===== src/rtl/qs_pkg.sv =====
// Shared types and sizing helpers for the quick-sort range scheduler.
// State encoding plus index/depth/record-width functions derived from K.
package qs_pkg;

    localparam int QS_K_DEFAULT = 10;

    typedef enum logic [2:0] {
        ST_IDLE  = 3'd0,
        ST_LOAD  = 3'd1,
        ST_POP   = 3'd2,
        ST_ISSUE = 3'd3,
        ST_WAIT  = 3'd4,
        ST_PUSH  = 3'd5,
        ST_DONE  = 3'd6
    } qs_state_t;

    function automatic int qs_iw(input int k);
        return (k < 2) ? 1 : $clog2(k);
    endfunction

    function automatic int qs_depth(input int k);
        return $clog2(k) + 1;
    endfunction

    // A range record is {lo, hi}, each one index wide.
    function automatic int qs_rw(input int iw);
        return 2 * iw;
    endfunction

endpackage


===== src/rtl/qs_range_stack.sv =====
// Register LIFO of packed (lo,hi) records, top kept at entry 0.
// Accepts 0-2 pushes or one pop per cycle; pushes that do not fit are dropped.
module qs_range_stack
    import qs_pkg::*;
#(
    parameter int RW = 8,
    parameter int D  = 5,
    localparam int SPW = $clog2(D + 1)
) (
    input  logic           clk,
    input  logic           reset_n,
    input  logic [1:0]     i_push_n,
    input  logic [RW-1:0]  i_push_a,
    input  logic [RW-1:0]  i_push_b,
    input  logic           i_pop,
    output logic [RW-1:0]  o_top,
    output logic [SPW-1:0] o_sp,
    output logic           o_full,
    output logic           o_empty,
    output logic           o_overflow
);

    logic [RW-1:0]  r_mem [D];
    logic [SPW-1:0] r_sp;
    logic [SPW:0]   w_room;
    logic [1:0]     w_n_eff;

    // Only as many entries as fit are stored; push_a (pushed first) wins a single slot.
    assign w_room   = (SPW + 1)'(D) - {1'b0, r_sp};
    assign w_n_eff  = ((SPW + 1)'(i_push_n) > w_room) ? w_room[1:0] : i_push_n;
    assign o_overflow = (w_n_eff != i_push_n);

    always_ff @(posedge clk) begin
        if (!reset_n) begin
            r_sp <= '0;
        end else if (w_n_eff != 2'd0) begin
            r_sp <= r_sp + SPW'(w_n_eff);
        end else if (i_pop && (r_sp != '0)) begin
            r_sp <= r_sp - SPW'(1);
        end
    end

    always_ff @(posedge clk) begin
        case (w_n_eff)
            2'd1: begin
                r_mem[0] <= i_push_a;
                for (int i = 1; i < D; i++) r_mem[i] <= r_mem[i-1];
            end
            2'd2: begin
                r_mem[0] <= i_push_b;
                for (int i = 1; i < 2 && i < D; i++) r_mem[i] <= i_push_a;
                for (int i = 2; i < D; i++) r_mem[i] <= r_mem[i-2];
            end
            default: begin
                if (i_pop) begin
                    for (int i = 0; i < D - 1; i++) r_mem[i] <= r_mem[i+1];
                end
            end
        endcase
    end

    assign o_top   = r_mem[0];
    assign o_sp    = r_sp;
    assign o_full  = (r_sp == SPW'(D));
    assign o_empty = (r_sp == '0);

endmodule


===== src/rtl/qs_range_scheduler.sv =====
// Quick-sort sub-range scheduler: pops ranges, drives the partition unit, pushes survivors.
// Optional QS_STATS_EN adds a saturating part_count output of issued partitions.
module qs_range_scheduler
    import qs_pkg::*;
#(
    parameter int K  = QS_K_DEFAULT,
    parameter int IW = qs_iw(K),
    parameter int D  = qs_depth(K)
) (
    input  logic          clk,
    input  logic          reset_n,
    input  logic          start,
    output logic          part_start,
    output logic [IW-1:0] part_lo,
    output logic [IW-1:0] part_hi,
    input  logic          part_done,
    input  logic [IW-1:0] part_pivot,
    output logic          busy,
    output logic          finish,
    output logic          err
`ifdef QS_STATS_EN
    ,
    output logic [IW:0]   part_count
`endif
);

    localparam int RW  = qs_rw(IW);
    localparam int SPW = $clog2(D + 1);
    localparam logic [IW:0] C_TWO = (IW + 1)'(2);

    typedef struct packed {
        logic [IW-1:0] lo;
        logic [IW-1:0] hi;
    } range_t;

    qs_state_t     r_state;
    logic [IW-1:0] r_lo, r_hi, r_p;
    logic          r_part_start, r_busy, r_finish, r_err;

    logic [1:0]    w_push_n;
    range_t        w_push_a, w_push_b, w_top, w_left, w_right;
    logic          w_pop;
    logic [SPW-1:0] w_sp;
    logic          w_full, w_empty, w_overflow;
    logic          w_unused_stack;

    logic [IW:0]   w_lo_x, w_hi_x, w_p_x, w_left_sz, w_right_sz;
    logic          w_bad_pivot, w_left_ok, w_right_ok;

    // Widen by one bit so p-1 / p+1 comparisons never wrap.
    assign w_lo_x      = {1'b0, r_lo};
    assign w_hi_x      = {1'b0, r_hi};
    assign w_p_x       = {1'b0, r_p};
    assign w_bad_pivot = (w_p_x < w_lo_x) || (w_p_x > w_hi_x);
    assign w_left_ok   = !w_bad_pivot && (w_p_x >= w_lo_x + C_TWO);
    assign w_right_ok  = !w_bad_pivot && (w_hi_x >= w_p_x + C_TWO);
    assign w_left_sz   = w_p_x - w_lo_x;
    assign w_right_sz  = w_hi_x - w_p_x;
    assign w_left      = '{lo: r_lo, hi: r_p - IW'(1)};
    assign w_right     = '{lo: r_p + IW'(1), hi: r_hi};

    always_comb begin
        w_push_n = 2'd0;
        w_push_a = '0;
        w_push_b = '0;
        case (r_state)
            ST_LOAD: begin
                if (K >= 2) begin
                    w_push_n = 2'd1;
                    w_push_a = '{lo: '0, hi: IW'(K - 1)};
                end
            end
            ST_PUSH: begin
                if (w_left_ok && w_right_ok) begin
                    // Larger first so the smaller range sits on top and runs next.
                    w_push_n = 2'd2;
                    if (w_left_sz > w_right_sz) begin
                        w_push_a = w_left;
                        w_push_b = w_right;
                    end else begin
                        w_push_a = w_right;
                        w_push_b = w_left;
                    end
                end else if (w_left_ok) begin
                    w_push_n = 2'd1;
                    w_push_a = w_left;
                end else if (w_right_ok) begin
                    w_push_n = 2'd1;
                    w_push_a = w_right;
                end
            end
            default: ;
        endcase
    end

    assign w_pop = (r_state == ST_POP) && !w_empty;

    qs_range_stack #(
        .RW (RW),
        .D  (D)
    ) u_stack (
        .clk        (clk),
        .reset_n    (reset_n),
        .i_push_n   (w_push_n),
        .i_push_a   (w_push_a),
        .i_push_b   (w_push_b),
        .i_pop      (w_pop),
        .o_top      (w_top),
        .o_sp       (w_sp),
        .o_full     (w_full),
        .o_empty    (w_empty),
        .o_overflow (w_overflow)
    );

    assign w_unused_stack = ^{w_full, w_sp};

    always_ff @(posedge clk) begin
        if (!reset_n) begin
            r_state      <= ST_IDLE;
            r_lo         <= '0;
            r_hi         <= '0;
            r_p          <= '0;
            r_part_start <= 1'b0;
            r_busy       <= 1'b0;
            r_finish     <= 1'b0;
            r_err        <= 1'b0;
        end else begin
            r_part_start <= 1'b0;
            r_finish     <= 1'b0;
            case (r_state)
                ST_IDLE: begin
                    if (start) begin
                        r_state <= ST_LOAD;
                        r_busy  <= 1'b1;
                        r_err   <= 1'b0;
                    end
                end
                ST_LOAD: begin
                    r_state <= ST_POP;
                    r_err   <= 1'b0;
                end
                ST_POP: begin
                    if (w_empty) begin
                        r_state  <= ST_DONE;
                        r_finish <= 1'b1;
                    end else begin
                        r_lo         <= w_top.lo;
                        r_hi         <= w_top.hi;
                        r_state      <= ST_ISSUE;
                        r_part_start <= 1'b1;
                    end
                end
                ST_ISSUE: r_state <= ST_WAIT;
                ST_WAIT: begin
                    if (part_done) begin
                        r_p     <= part_pivot;
                        r_state <= ST_PUSH;
                    end
                end
                ST_PUSH: begin
                    r_state <= ST_POP;
                    if (w_bad_pivot || w_overflow) r_err <= 1'b1;
                end
                ST_DONE: begin
                    r_state <= ST_IDLE;
                    r_busy  <= 1'b0;
                end
                default: r_state <= ST_IDLE;
            endcase
        end
    end

`ifdef QS_STATS_EN
    logic [IW:0] r_part_count;

    always_ff @(posedge clk) begin
        if (!reset_n) begin
            r_part_count <= '0;
        end else if ((r_state == ST_IDLE) && start) begin
            r_part_count <= '0;
        end else if (w_pop && (r_part_count != '1)) begin
            r_part_count <= r_part_count + (IW + 1)'(1);
        end
    end

    assign part_count = r_part_count;
`endif

    assign part_start = r_part_start;
    assign part_lo    = r_lo;
    assign part_hi    = r_hi;
    assign busy       = r_busy;
    assign finish     = r_finish;
    assign err        = r_err;

endmodule


===== config.mk =====
export PLATFORM = sky130hd
export DESIGN_NAME = qs_range_scheduler
export DESIGN_NICKNAME = d
export VERILOG_FILES = /design/src/rtl/qs_pkg.sv /design/src/rtl/qs_range_stack.sv /design/src/rtl/qs_range_scheduler.sv
export SDC_FILE = /design/constraint.sdc
export NUM_CORES = 1
export LEC_CHECK = 0
export BUFFER_PORTS_ARGS = -buffer_cell sky130_fd_sc_hd__buf_4
export CAP_MARGIN = 20
export CORE_MARGIN = 3
export CORE_UTILIZATION = 35
export CTS_CLUSTER_SIZE = 28
export DETAILED_ROUTE_END_ITERATION = 6
export GPL_ROUTABILITY_DRIVEN = 0
export HOLD_SLACK_MARGIN = 0.03
export SLEW_MARGIN = 20
export SYNTH_ARGS = -nofsm -noshare
export SYNTH_HDL_FRONTEND = slang
export SYNTH_SLANG_ARGS = --single-unit
export TNS_END_PERCENT = 5

===== constraint.sdc =====
create_clock -name clk -period 5.2 [get_ports clk]
set_clock_uncertainty 0.1 [all_clocks]
set_input_delay 1.56 -clock clk [delete_from_list [all_inputs] [get_ports clk]]
set_output_delay 1.56 -clock clk [all_outputs]
set_load 0.02 [all_outputs]

==> metrics.txt <==
status=finished clean; height of the chip=roughly 120 um; worst skew pair latency=about 330 ps; max-cap viol count=0; Worst EP arrival=4960 ps; ys flop type=edfxtp_1; Final Net Count=around 510; Mapped Nets=~480; residual DRC count=0; CTS root buf=clkbuf_16; CP endpoint=u_stack.o_sp[2]$_SDFFE_PN0P_; CP Capture Type=flop; Final period util=about 93%; Area Growth Syn to Fin=15.3%; share of layout cells above drive strength 1=between 10% and 20%; initial antenna violation count=0; Internal=1640 uW; worst slew pin tran=between 700 and 800 ps; Worst R2R Path Depth=19; wire per inst=between 15 and 20 um; Die W=between 100 and 150 um; Reg2Reg Setup Slack=350 ps; Worst setup SP type=flop; DPL Wire Length=about 7700 um; most common cell after layout, fill and taps aside=nand2_1; required time worst endpoint=between 5000 and 6000 ps; CTS clk-pin slew, worst paths=approximately 60 ps; ys async rst share=0%; FF-to-FF End=u_stack.o_sp[2]$_SDFFE_PN0P_; crit path launch=r_p[1]$_SDFFE_PN0P_; RSZ-0062 raised after global routing=no; H-Tree Depth=3; clock sink count=62; Post-CTS Repair Setup Buffers=0; vias in the first global route=3359; fin util=41.7%; vias per cell=approximately 5.3; Combinational Power Share=41.9%; sequential share of power=between 30% and 40%; Hold Buf Count CTS=0; GRT Overall Usage=between 10% and 20%; synthesized area=4380 um^2; deepest clock path buffer count=2; Setup Viol. Count Final=0; multi-input logic area=2540 um^2; post-synthesis cell type count=between 60 and 70; # diodes=0; max_slew headroom=between 40% and 50%; Fin. Hold Viols=0; GRT overflow=0; Initial Util=between 30% and 40%; sw frac=37.8%; number of flops mapped to enable cells by yosys=40; # resized after CTS=0; Max Fclk=~0.21 GHz; largest net degree at the start of global routing=35; clock network power share=a little under a quarter; number of synthesized register bits=62; Detailed Routing Iterations Pass 1=5; power density over the cells=~520 nW/um^2; Net Sw Power=993 uW; storage element area=1640 um^2; Tightest Hold Check Type=reg2reg; Tmin final=slightly below 5000 ps; Post-Syn Instances=~440; Mean Syn Cell Area=~10 um^2; core area=~12000 um^2; drt initial violations=~210; post-route ant nets=0; die area=13900 um^2; Synth Warn #=0; max-slew violations=0; Total Routed Length=between 10000 and 15000 um; Lkg Pwr=around 0.0019 uW; FP Rows=40; Worst VDD drop=roughly 0.26 mV; leading cell types in the layout, fill and taps excluded=nand2_1 (47), edfxtp_1 (40), buf_4 (36), ha_1 (30), mux2i_1 (29); clock buffer count from CTS=9; fillers=about 1.2k; Top Ports=20; post-route setup TNS=0 ps; register area share after synthesis=a little under two fifths; total number of vias=3398; Reg2Reg Launch Point=r_p[1]$_SDFFE_PN0P_; Port-buffer cells=19; crit path kind=reg2reg; first-pass GRT wire length=17100 um; CP Max Fanout=8; TritonCTS clock tree=done
-- critical path, stage by stage (launching register included) --
cell      delay, ps
dfxtp_1         520
inv_1           230
ha_1            330
nor2b_1         140
o211ai_1        160
a32o_1          350
nor3_1          110
ha_1            230
nand2_1         100
inv_1            70
ha_1            280
nor2b_1         170
o211ai_4        290
mux2_2          380
or2_2           290
fa_1            450
nor2_1          110
mux2i_1         100
xnor2_1         130
and2_1          160
-- cell usage after synthesis, types with 5 or more instances --
cell,instances,area share [%]
buf_4,5,0.86
a21boi_0,12,2.1
o21ai_0,20,2.3
a32oi_1,5,1.0
buf_2,5,0.57
a21oi_1,16,1.8
mux2_2,16,4.1
nor2_1,17,1.5
nand3_1,6,0.69
mux2i_1,29,6.6
ha_1,30,8.6
nand2b_1,5,0.71
dfxtp_1,22,10
o211ai_1,6,1.0
xnor2_1,9,1.8
a22oi_1,10,1.7
o21ai_1,20,2.3
nor2b_1,12,1.7
and2_1,5,0.71
inv_1,23,2.0
edfxtp_1,40,27
nand2_1,47,4.0
clkbuf_1,9,0.77
-- kinds of logic after synthesis --
| logic type | synth area share [%] |
|---|---|
| DFF | 37.5 |
| and+or+nand+nor | 12.8 |
| muxes | 11.0 |
| AOI/OAI and AO/OA | 20.3 |
| buffers and inverters | 4.71 |
| adders and majority gates | 9.94 |
| xor gates and xnor gates | 3.77 |
-- state kept, by name, indices dropped and copies added, names as in the netlist --
signal / count
part_hi: 4
r_p: 4
u_stack.r_mem: 40
busy: 1
part_start: 1
err: 1
r_state: 3
part_lo: 4
u_stack.o_sp: 3
finish: 1
-- power by group through the flow --
stage,sequential (uW),clock [uW],combinational [uW]
3_5_place_dp,920,0,1100
3_3_place_gp,914,0,1080
2_1_floorplan,865,0,913
5_1_grt,933,648,1210
4_1_cts,911,625,1110
6_report,912,616,1100
-- how the worst min path moves through the flow --
stage / startpoint / endpoint / slack [ps] / cells past startpoint
global placement: err$_SDFFE_PN0P_ / err$_SDFFE_PN0P_ / 370 / 2
finish: part_hi[0]$_SDFFE_PN0P_ / part_hi[0]$_SDFFE_PN0P_ / 390 / 2
detailed placement: err$_SDFFE_PN0P_ / err$_SDFFE_PN0P_ / 380 / 2
floorplan: u_stack.r_mem[1][0]$_DFFE_PP_ / u_stack.r_mem[0][24]$_DFFE_PP_ / 400 / 2
global route: err$_SDFFE_PN0P_ / err$_SDFFE_PN0P_ / 410 / 2
CTS: err$_SDFFE_PN0P_ / err$_SDFFE_PN0P_ / 390 / 2
-- metrics by stage --
step	hold WS (ps)	cell area (um^2)	total power (uW)	worst slack (ps)	cells
after floorplan	403	4380	1780	202	437
after global placement	374	4750	1990	498	621
after detailed placement	383	4750	2020	360	621
after CTS	395	5050	2650	332	637
after global routing	407	5050	2790	44.7	637
final	390	5050	2630	353	637
-- layout make-up --
cell class                      count  area share [%]
Timing Repair Buffer               36            5.35
Multi-Input combinational cell    331            50.2
Clock buffer                        9            4.46
Inverter                           24            1.78
Tap cell                          168            4.16
Sequential cell                    62            32.5
Clock inverter                      7            1.58
-- per-layer routing --
| metal | vias to the layer above | track usage [%] | share of wire (%) | wire, um |
|---|---|---|---|---|
| met1 | 1639 | 20.0 | 48 | 4980 |
| met4 | 0 | 3.81 | 1.3 | 136 |
| met2 | 84 | 25.2 | 47 | 4920 |
| li1 | 1662 | - | - | - |
| met5 | - | 0 | 0 | 0 |
| met3 | 13 | 2.59 | 3.7 | 386 |
(Power assumes the default switching activity.)
